===== config.mk =====
export PLATFORM = sky130hd
export DESIGN_NAME = shift_right_seq
export DESIGN_NICKNAME = d
export VERILOG_FILES = /design/src/rtl/shift_right_seq.sv
export SDC_FILE = /design/constraint.sdc
export NUM_CORES = 1
export LEC_CHECK = 0
export ABC_AREA = 1
export CORE_MARGIN = 5
export CORE_UTILIZATION = 45
export CTS_CLUSTER_SIZE = 12
export DETAILED_ROUTE_END_ITERATION = 7
export GPL_TIMING_DRIVEN = 0
export PLACE_DENSITY = 0.76
export SKIP_LAST_GASP = 1
export SLEW_MARGIN = 15
export SYNTH_ARGS = -nofsm -noshare
export SYNTH_HDL_FRONTEND = slang
export SYNTH_SLANG_ARGS = --single-unit

===== constraint.sdc =====
create_clock -name clk -period 1.58 [get_ports clk]
set_clock_uncertainty 0.1 [all_clocks]
set_input_delay 0.474 -clock clk [delete_from_list [all_inputs] [get_ports clk]]
set_output_delay 0.474 -clock clk [all_outputs]
set_load 0.02 [all_outputs]

===== src/rtl/shift_right_seq.sv =====
// Multi-cycle right shifter (SRL/SRA/SRLV/SRAV) for the execution stage.
// Moves one bit position per clock under a start/busy/done handshake.
module shift_right_seq #(
  parameter int unsigned B  = 32,
  parameter int unsigned SW = 5
) (
  input  logic          clk,
  input  logic          rst_n,
  input  logic          start,
  input  logic [B-1:0]  shift_in,
  input  logic [SW-1:0] shamt,
  input  logic          arith,
  output logic          busy,
  output logic          done,
  output logic [B-1:0]  shift_out
);

  typedef enum logic [1:0] {
    IDLE  = 2'd0,
    SHIFT = 2'd1,
    DONE  = 2'd2
  } state_e;

  state_e        state_q, state_d;
  logic [B-1:0]  data_q,  data_d;
  logic [SW-1:0] cnt_q,   cnt_d;
  logic          mode_q,  mode_d;
  logic [B-1:0]  out_q,   out_d;

  // State and datapath registers; reset abandons any request in flight.
  always_ff @(posedge clk or negedge rst_n) begin
    if (!rst_n) begin
      state_q <= IDLE;
      data_q  <= '0;
      cnt_q   <= '0;
      mode_q  <= 1'b0;
      out_q   <= '0;
    end else begin
      state_q <= state_d;
      data_q  <= data_d;
      cnt_q   <= cnt_d;
      mode_q  <= mode_d;
      out_q   <= out_d;
    end
  end

  // Next-state and datapath update; shamt >= B saturates by plain continued shifting.
  always_comb begin
    state_d = state_q;
    data_d  = data_q;
    cnt_d   = cnt_q;
    mode_d  = mode_q;
    out_d   = out_q;
    unique case (state_q)
      IDLE: begin
        if (start) begin
          data_d  = shift_in;
          cnt_d   = shamt;
          mode_d  = arith;
          state_d = SHIFT;
        end
      end
      SHIFT: begin
        if (cnt_q != '0) begin
          data_d = {mode_q & data_q[B-1], data_q[B-1:1]};
          cnt_d  = cnt_q - SW'(1);
        end else begin
          out_d   = data_q;
          state_d = DONE;
        end
      end
      DONE: begin
        state_d = IDLE;
      end
      default: begin
        state_d = IDLE;
      end
    endcase
  end

  // Handshake outputs decode the state register only, never the inputs.
  assign busy      = (state_q != IDLE);
  assign done      = (state_q == DONE);
  assign shift_out = out_q;

endmodule


==> flow_summary.ini, run 1 <==
[global_routing]
grt_pass1_vias = 2690
gr-total-overflow = 0
grt_pass1_wl_mm = 12.44
gr-usage-all-layers = 0.1736
grt_max_degree = 58
antenna_found_initial = 0

[layout]
nets = 520
drive_gt1_frac = 0.3561
fin_area_um2 = 4835
syn2layout_area_growth_pct = 45.59
antenna_cells = 0

[floorplan]
core_area_um2 = 7214
fp.dieW_um = 95.90
die_area_um2 = 9197
row_count = 31
boundaryPins = 75
fp.dieH_um = 95.90
initial_utilization = 0.4603

[clocking]
cts_buffer_depth = 2
clk-insertion-delay-late_ps = 340
cts_made_buffers = 9
root_buffer = clkbuf_8
cts_tree = done
htree_levels = 3
cts_num_sinks = 72
clk_pin_slew_ps = 70

[pwr]
p_leak_nw = 2.292
powerDensity_nw_per_um2 = 2237
vdd_drop_max_mv = 1.256

[logic_synthesis]
syn_inst = 370
synth_edf_count = 0
synth_top_flop_cell = dfrtp_1
synthArstFlopShare = 1.000
synth_most_common_cell = nand2_1
syn-num-nets = 412
syn_area_per_cell_um2 = 8.975
ys_top_cells_by_area = dfrtp_1, nand2_1, o21ai_2
synth_seq_area_share = 0.5426
synth_top_cell_area_share = 0.5426
ys_types = 24
synth_seq_cells = 72
yosysTopAreaCell = dfrtp_1
ys_top_cells_by_count = nand2_1, dfrtp_1, o21ai_1
yosysWarnings = 0
syn_area_um2 = 3321

[job]
max_cap_violations = 0

[detailed_routing]
drt_iter0_drc = 123
vias_per_cell = 4.943
post-route-drc-count = 0
wl_per_cell_um = 14.94
firstDrtPassIters = 4
ant_nets = 0
dr_total_vias = 2877
routed_wirelength_mm = 8.694

[status]
status = complete, but fails checks
violations = setup timing

[timing]
finalCritPeriodShare = 1.014
fin_crit_ps = 1602
rsz0062_at_grt = yes
worst_slew_pin_slew_ps = 298.8
max_freq_mhz = 624.3
fin_ws_ps = -21.85
maxSlewViolCount = 0
relSlewSlack = 0.8008
tns_ps = -82.76
setup_violations = 7
finalHoldViolCount = 0

[critical_path]
path_class = reg2out
slowest_stage = dfrtp_1
worst_ep_required_time_ps = 1010
worst-path-max-fanout = 2
worstPathCellList = clkdlybuf4s15_2
reg2reg_from = state_q[1]$_DFFE_PN0P_
arrival_ps = 1030
endpoint_kind = primary output
cp_top_family = flip-flops
crit_path_max_incr_delay_ps = 410
reg2reg_to = cnt_q[0]$_DFFE_PN0P_
critPathBufInv = 1
start_kind = register
reg2reg_slack_ps = 0
worst_r2r_path_depth = 9

[placed_design]
place.gp.congestion = 0.7830
pre_cts_ws_ps = -292.4
dpl_cell_area_um2 = 4210
hpwl_mm = 5.418
port_buffers = 74

[worst_hold_path]
min_path_cells = 2
min_to = shift_out[11]$_DFFE_PN0P_
hp-class = reg2reg
hp-start = shift_out[11]$_DFFE_PN0P_
==> logic make-up after synthesis <==
logic type      after synthesis  share of synthesized area
simple gates                131                     0.1643
buf+inv                      63                     0.1014
compound gates              102                     0.1846
fa+ha+maj                     1                   0.003767
mux                           1                   0.003391
flops                        72                     0.5426
==> sequential cells by signal, summed over array words and instances, names as in the netlist <==
name / cells
cnt_q: 5
data_q: 32
state_q: 2
shift_out: 32
mode_q: 1
==> routing by layer <==
metal / wire (µm) / GRT usage / up-vias / part of all wire
met1: 3835 / 0.2237 / 1403 / 0.44
met2: 4410 / 0.2924 / 65 / 0.51
met5: 0 / 0 / - / 0
li1: - / - / 1395 / -
met4: 111 / 0.05213 / 0 / 0.013
met3: 336 / 0.03831 / 14 / 0.039
==> how the worst max path moves through the flow <==
stage                              start                   endpoint  slack, ps  cells past startpoint
2_1_floorplan       cnt_q[0]$_DFFE_PN0P_  shift_out[24]$_DFFE_PN0P_         30                      9
3_5_place_dp                       start     data_q[31]$_DFFE_PN0P_       -290                      5
4_1_cts           state_q[1]$_DFFE_PN0P_                       done        -20                      3
5_1_grt             cnt_q[1]$_DFFE_PN0P_  shift_out[28]$_DFFE_PN0P_        -80                      9
6_report       shift_out[29]$_DFFE_PN0P_              shift_out[29]        -20                      1
3_3_place_gp                       rst_n   shift_out[6]$_DFFE_PN0P_      -2430                      1
==> timing repair <==
| action | CTS | global route |
|---|---|---|
| hold endpoints to repair | 15 | 0 |
| pin swaps | 2 | 17 |
| resized for setup | 117 | 109 |
| setup buffers | 6 | 9 |
| gates cloned | 0 | 6 |
| endpoints found under the setup margin | 99 | 88 |
| hold buffers | 1 | 0 |
==> placed cells by master (no fill, tap or decap), drive strengths merged, types with 2 or more instances in the layout <==
cell type / count
buf: 59
clkbuf: 18
clkdlybuf4s15: 11
clkdlybuf4s50: 39
clkinv: 3
dfrtp: 72
inv: 42
nand2: 114
nand3: 10
nor2: 6
o21ai: 100
or2: 2
==> layout make-up <==
type	instances	area, µm²
clock buffer	11	141.4
sequential	72	1803
timing repair buffer	96	937.1
fill	586	2380
clock inverter	5	56.30
buffer	21	236.5
inverter	42	160.2
tap	99	123.9
multi-input combinational	236	1376
==> power by group <==
group	total [W]	internal, W	switching [W]
Combinational	0.00619	0.00265	0.00354
Clock	0.00146	0.000770	0.000685
Sequential	0.00317	0.00272	0.000451
==> per-stage QoR <==
stage                     utilization  total power [W]  hold WS [ps]  std cells
after detailed placement       0.5836         0.008308         258.2        544
after global routing           0.6701          0.01158         402.8        582
after CTS                      0.6228         0.009772         387.3        567
final                          0.6701          0.01081         383.0        582
after global placement         0.5801         0.008125         364.6        543
after floorplan                     -         0.006569         78.41        370
No activity file was read; power rests on OpenSTA's default activity.
==> inputs of run 2 (changes only) <==
--- a/config.mk
+++ b/config.mk
@@ -6,12 +6,14 @@
 export NUM_CORES = 1
 export LEC_CHECK = 0
 export ABC_AREA = 1
+export CORE_ASPECT_RATIO = 1.2
 export CORE_MARGIN = 5
 export CORE_UTILIZATION = 45
 export CTS_CLUSTER_SIZE = 12
 export DETAILED_ROUTE_END_ITERATION = 7
 export GPL_TIMING_DRIVEN = 0
 export PLACE_DENSITY = 0.76
+export SETUP_SLACK_MARGIN = 0.15
 export SKIP_LAST_GASP = 1
 export SLEW_MARGIN = 15
 export SYNTH_ARGS = -nofsm -noshare
==> run 2 against run 1 <==
  * The run still ends with setup timing left
  * Sequential share of layout area down 6.2 points
  * First-iteration DRC count grew 38%
  * Register-to-register slack got worse by 90 ps
  * Count of clock-buffer cells in the layout is the same
  * Final cell count up 6.4%
  * Global-route usage up 5.2 points
  * Core utilization rose by 13 points
  * Critical endpoint is now shift_out[2]$_DFFE_PN0P_
  * Largest power group unchanged
==> flow_summary.ini, run 2 (synthesized netlist as in run 1, its figures left out) <==
[layout]
syn2layout_area_growth_pct = 74.38
multi_input_area_um2 = 1625
final_util = 0.8007
drive_gt1_frac = 0.4934
nets = 566
fillers = 439
fin_cells = 619
antenna_cells = 0
layout_commonest_cell = dfrtp_1
mostFrequentLayoutCells = dfrtp_1, nand2_1, o21ai_2, buf_6, o21ai_1
regArea_um2 = 1803

[job]
max_cap_violations = 0

[detailed_routing]
firstDrtPassIters = 5
drt_iter0_drc = 170
maxUsedRoutingLayer = met4
ant_nets = 0
vias_per_cell = 5.195
dr_total_vias = 3216
wl_met1_mm = 4.090
wl_per_cell_um = 17.98
routed_wirelength_mm = 11.13
wl_met2_mm = 6.235
post-route-drc-count = 0
wl_met3_um = 604

[global_routing]
gr-total-overflow = 0
grt_max_degree = 62
grt_pass1_vias = 3299
gr-usage-all-layers = 0.2260
grt_pass1_wl_mm = 16.22
antenna_found_initial = 0

[placed_design]
dp.cells = 535
place.gp.congestion = 0.7986
port_buffers = 74
hpwl_mm = 5.333

[pwr]
powerDensity_nw_per_um2 = 2504
p_leak_nw = 2.756
vdd_drop_max_mv = 1.351

[timing]
fin_crit_ps = 1673
setup_violations = 32
maxSlewViolCount = 0
finalCritPeriodShare = 1.059
max_freq_mhz = 597.9
worst_slew_pin_slew_ps = 306.2
relSlewSlack = 0.7958
finalHoldViolCount = 0
rsz0062_at_grt = yes
fin_ws_ps = -92.55

[status]
status = complete, but fails checks
violations = setup timing

[clocking]
clk-insertion-delay-late_ps = 350
clk_pin_slew_ps = 80
cts_num_sinks = 72
cts_made_buffers = 9
htree_levels = 3
root_buffer = clkbuf_8
cts_buffer_depth = 2
cts_tree = done

[worst_hold_path]
hp-class = in2async

[critical_path]
arrival_ps = 1850
start_kind = register
reg2reg_slack_ps = -90
reg2reg_to = shift_out[2]$_DFFE_PN0P_
reg2reg_from = cnt_q[1]$_DFFE_PN0P_
worst_r2r_path_depth = 9
path_class = reg2reg
worst_ep_required_time_ps = 1750
endpoint_kind = register
worst-path-max-fanout = 10

[floorplan]
die_area_um2 = 9205
boundaryPins = 75
fp.dieW_um = 88.42
initial_utilization = 0.4592
row_count = 34
fp.dieH_um = 104.1
core_area_um2 = 7232
run 2: cell count changes in the layout (fill, tap and decap cells not counted), sizes merged:
cell and change:
buf +56, bufinv +1, clkdlybuf4s15 -11, clkbuf -1, nand2 +1, bufbuf +1
clkinvlp -1
run 2: layer usage:
metal | up-vias | global-route usage
li1 | 1502 | -
met1 | 1598 | 0.2848
met2 | 98 | 0.3829
met3 | 18 | 0.05071
met4 | 0 | 0.06371
met5 | - | 0
run 2: how the worst max path moves through the flow:
stage / from / end / slack (ps)
floorplan: cnt_q[0]$_DFFE_PN0P_ / shift_out[24]$_DFFE_PN0P_ / 140
finish: cnt_q[1]$_DFFE_PN0P_ / shift_out[2]$_DFFE_PN0P_ / -90
global route: cnt_q[1]$_DFFE_PN0P_ / shift_out[2]$_DFFE_PN0P_ / -130
CTS: state_q[1]$_DFFE_PN0P_ / done / -20
detailed placement: start / cnt_q[1]$_DFFE_PN0P_ / -310
global placement: rst_n / state_q[0]$_DFFE_PN0P_ / -2530
run 2: through the flow:
step	worst slack [ps]	hold slack (ps)	area [µm²]	total power, W	TNS, ps
5_1_grt	-125.4	421.4	5791	0.01530	-3637
6_report	-92.55	415.0	5791	0.01450	-863.6
2_1_floorplan	140.8	78.41	3338	0.006629	0
3_5_place_dp	-306.5	235.8	4217	0.008382	-9956
4_1_cts	-19.64	409.6	5348	0.01279	-58.89
3_3_place_gp	-2527	364.1	4192	0.008193	-190940
run 2: report_power, final:
part           internal, W  leakage [nW]  switching [W]
sequential         0.00272         0.900       0.000511
clock             0.000973         0.119       0.000721
combinational      0.00472          1.74        0.00485
total              0.00842          2.76        0.00608
run 2: repair_timing:
action,4_1_cts,5_1_grt
hold buffers,1,0
endpoints found under the setup margin,104,106
gates cloned,13,3
resized for setup,339,63
pin swaps,15,9
setup buffers,29,22
hold endpoints to repair,11,0
run 2: area by class of cell:
type	count	area share
Clock buffer	11	0.02615
Sequential cell	72	0.3114
Inverter	42	0.02852
Tap cell	90	0.01945
Buffer	21	0.05380
Multi-Input combinational cell	237	0.2807
Timing Repair Buffer	141	0.2664
Clock inverter	5	0.01361
run 2: critical path: stages, from the launching register on:
cell,delay (ps)
dfrtp_1,400
inv_2,90
ha_4,160
nand2_4,60
nor2_4,130
nand3_4,110
buf_6,140
buf_6,130
buf_12,140
o21ai_2,140
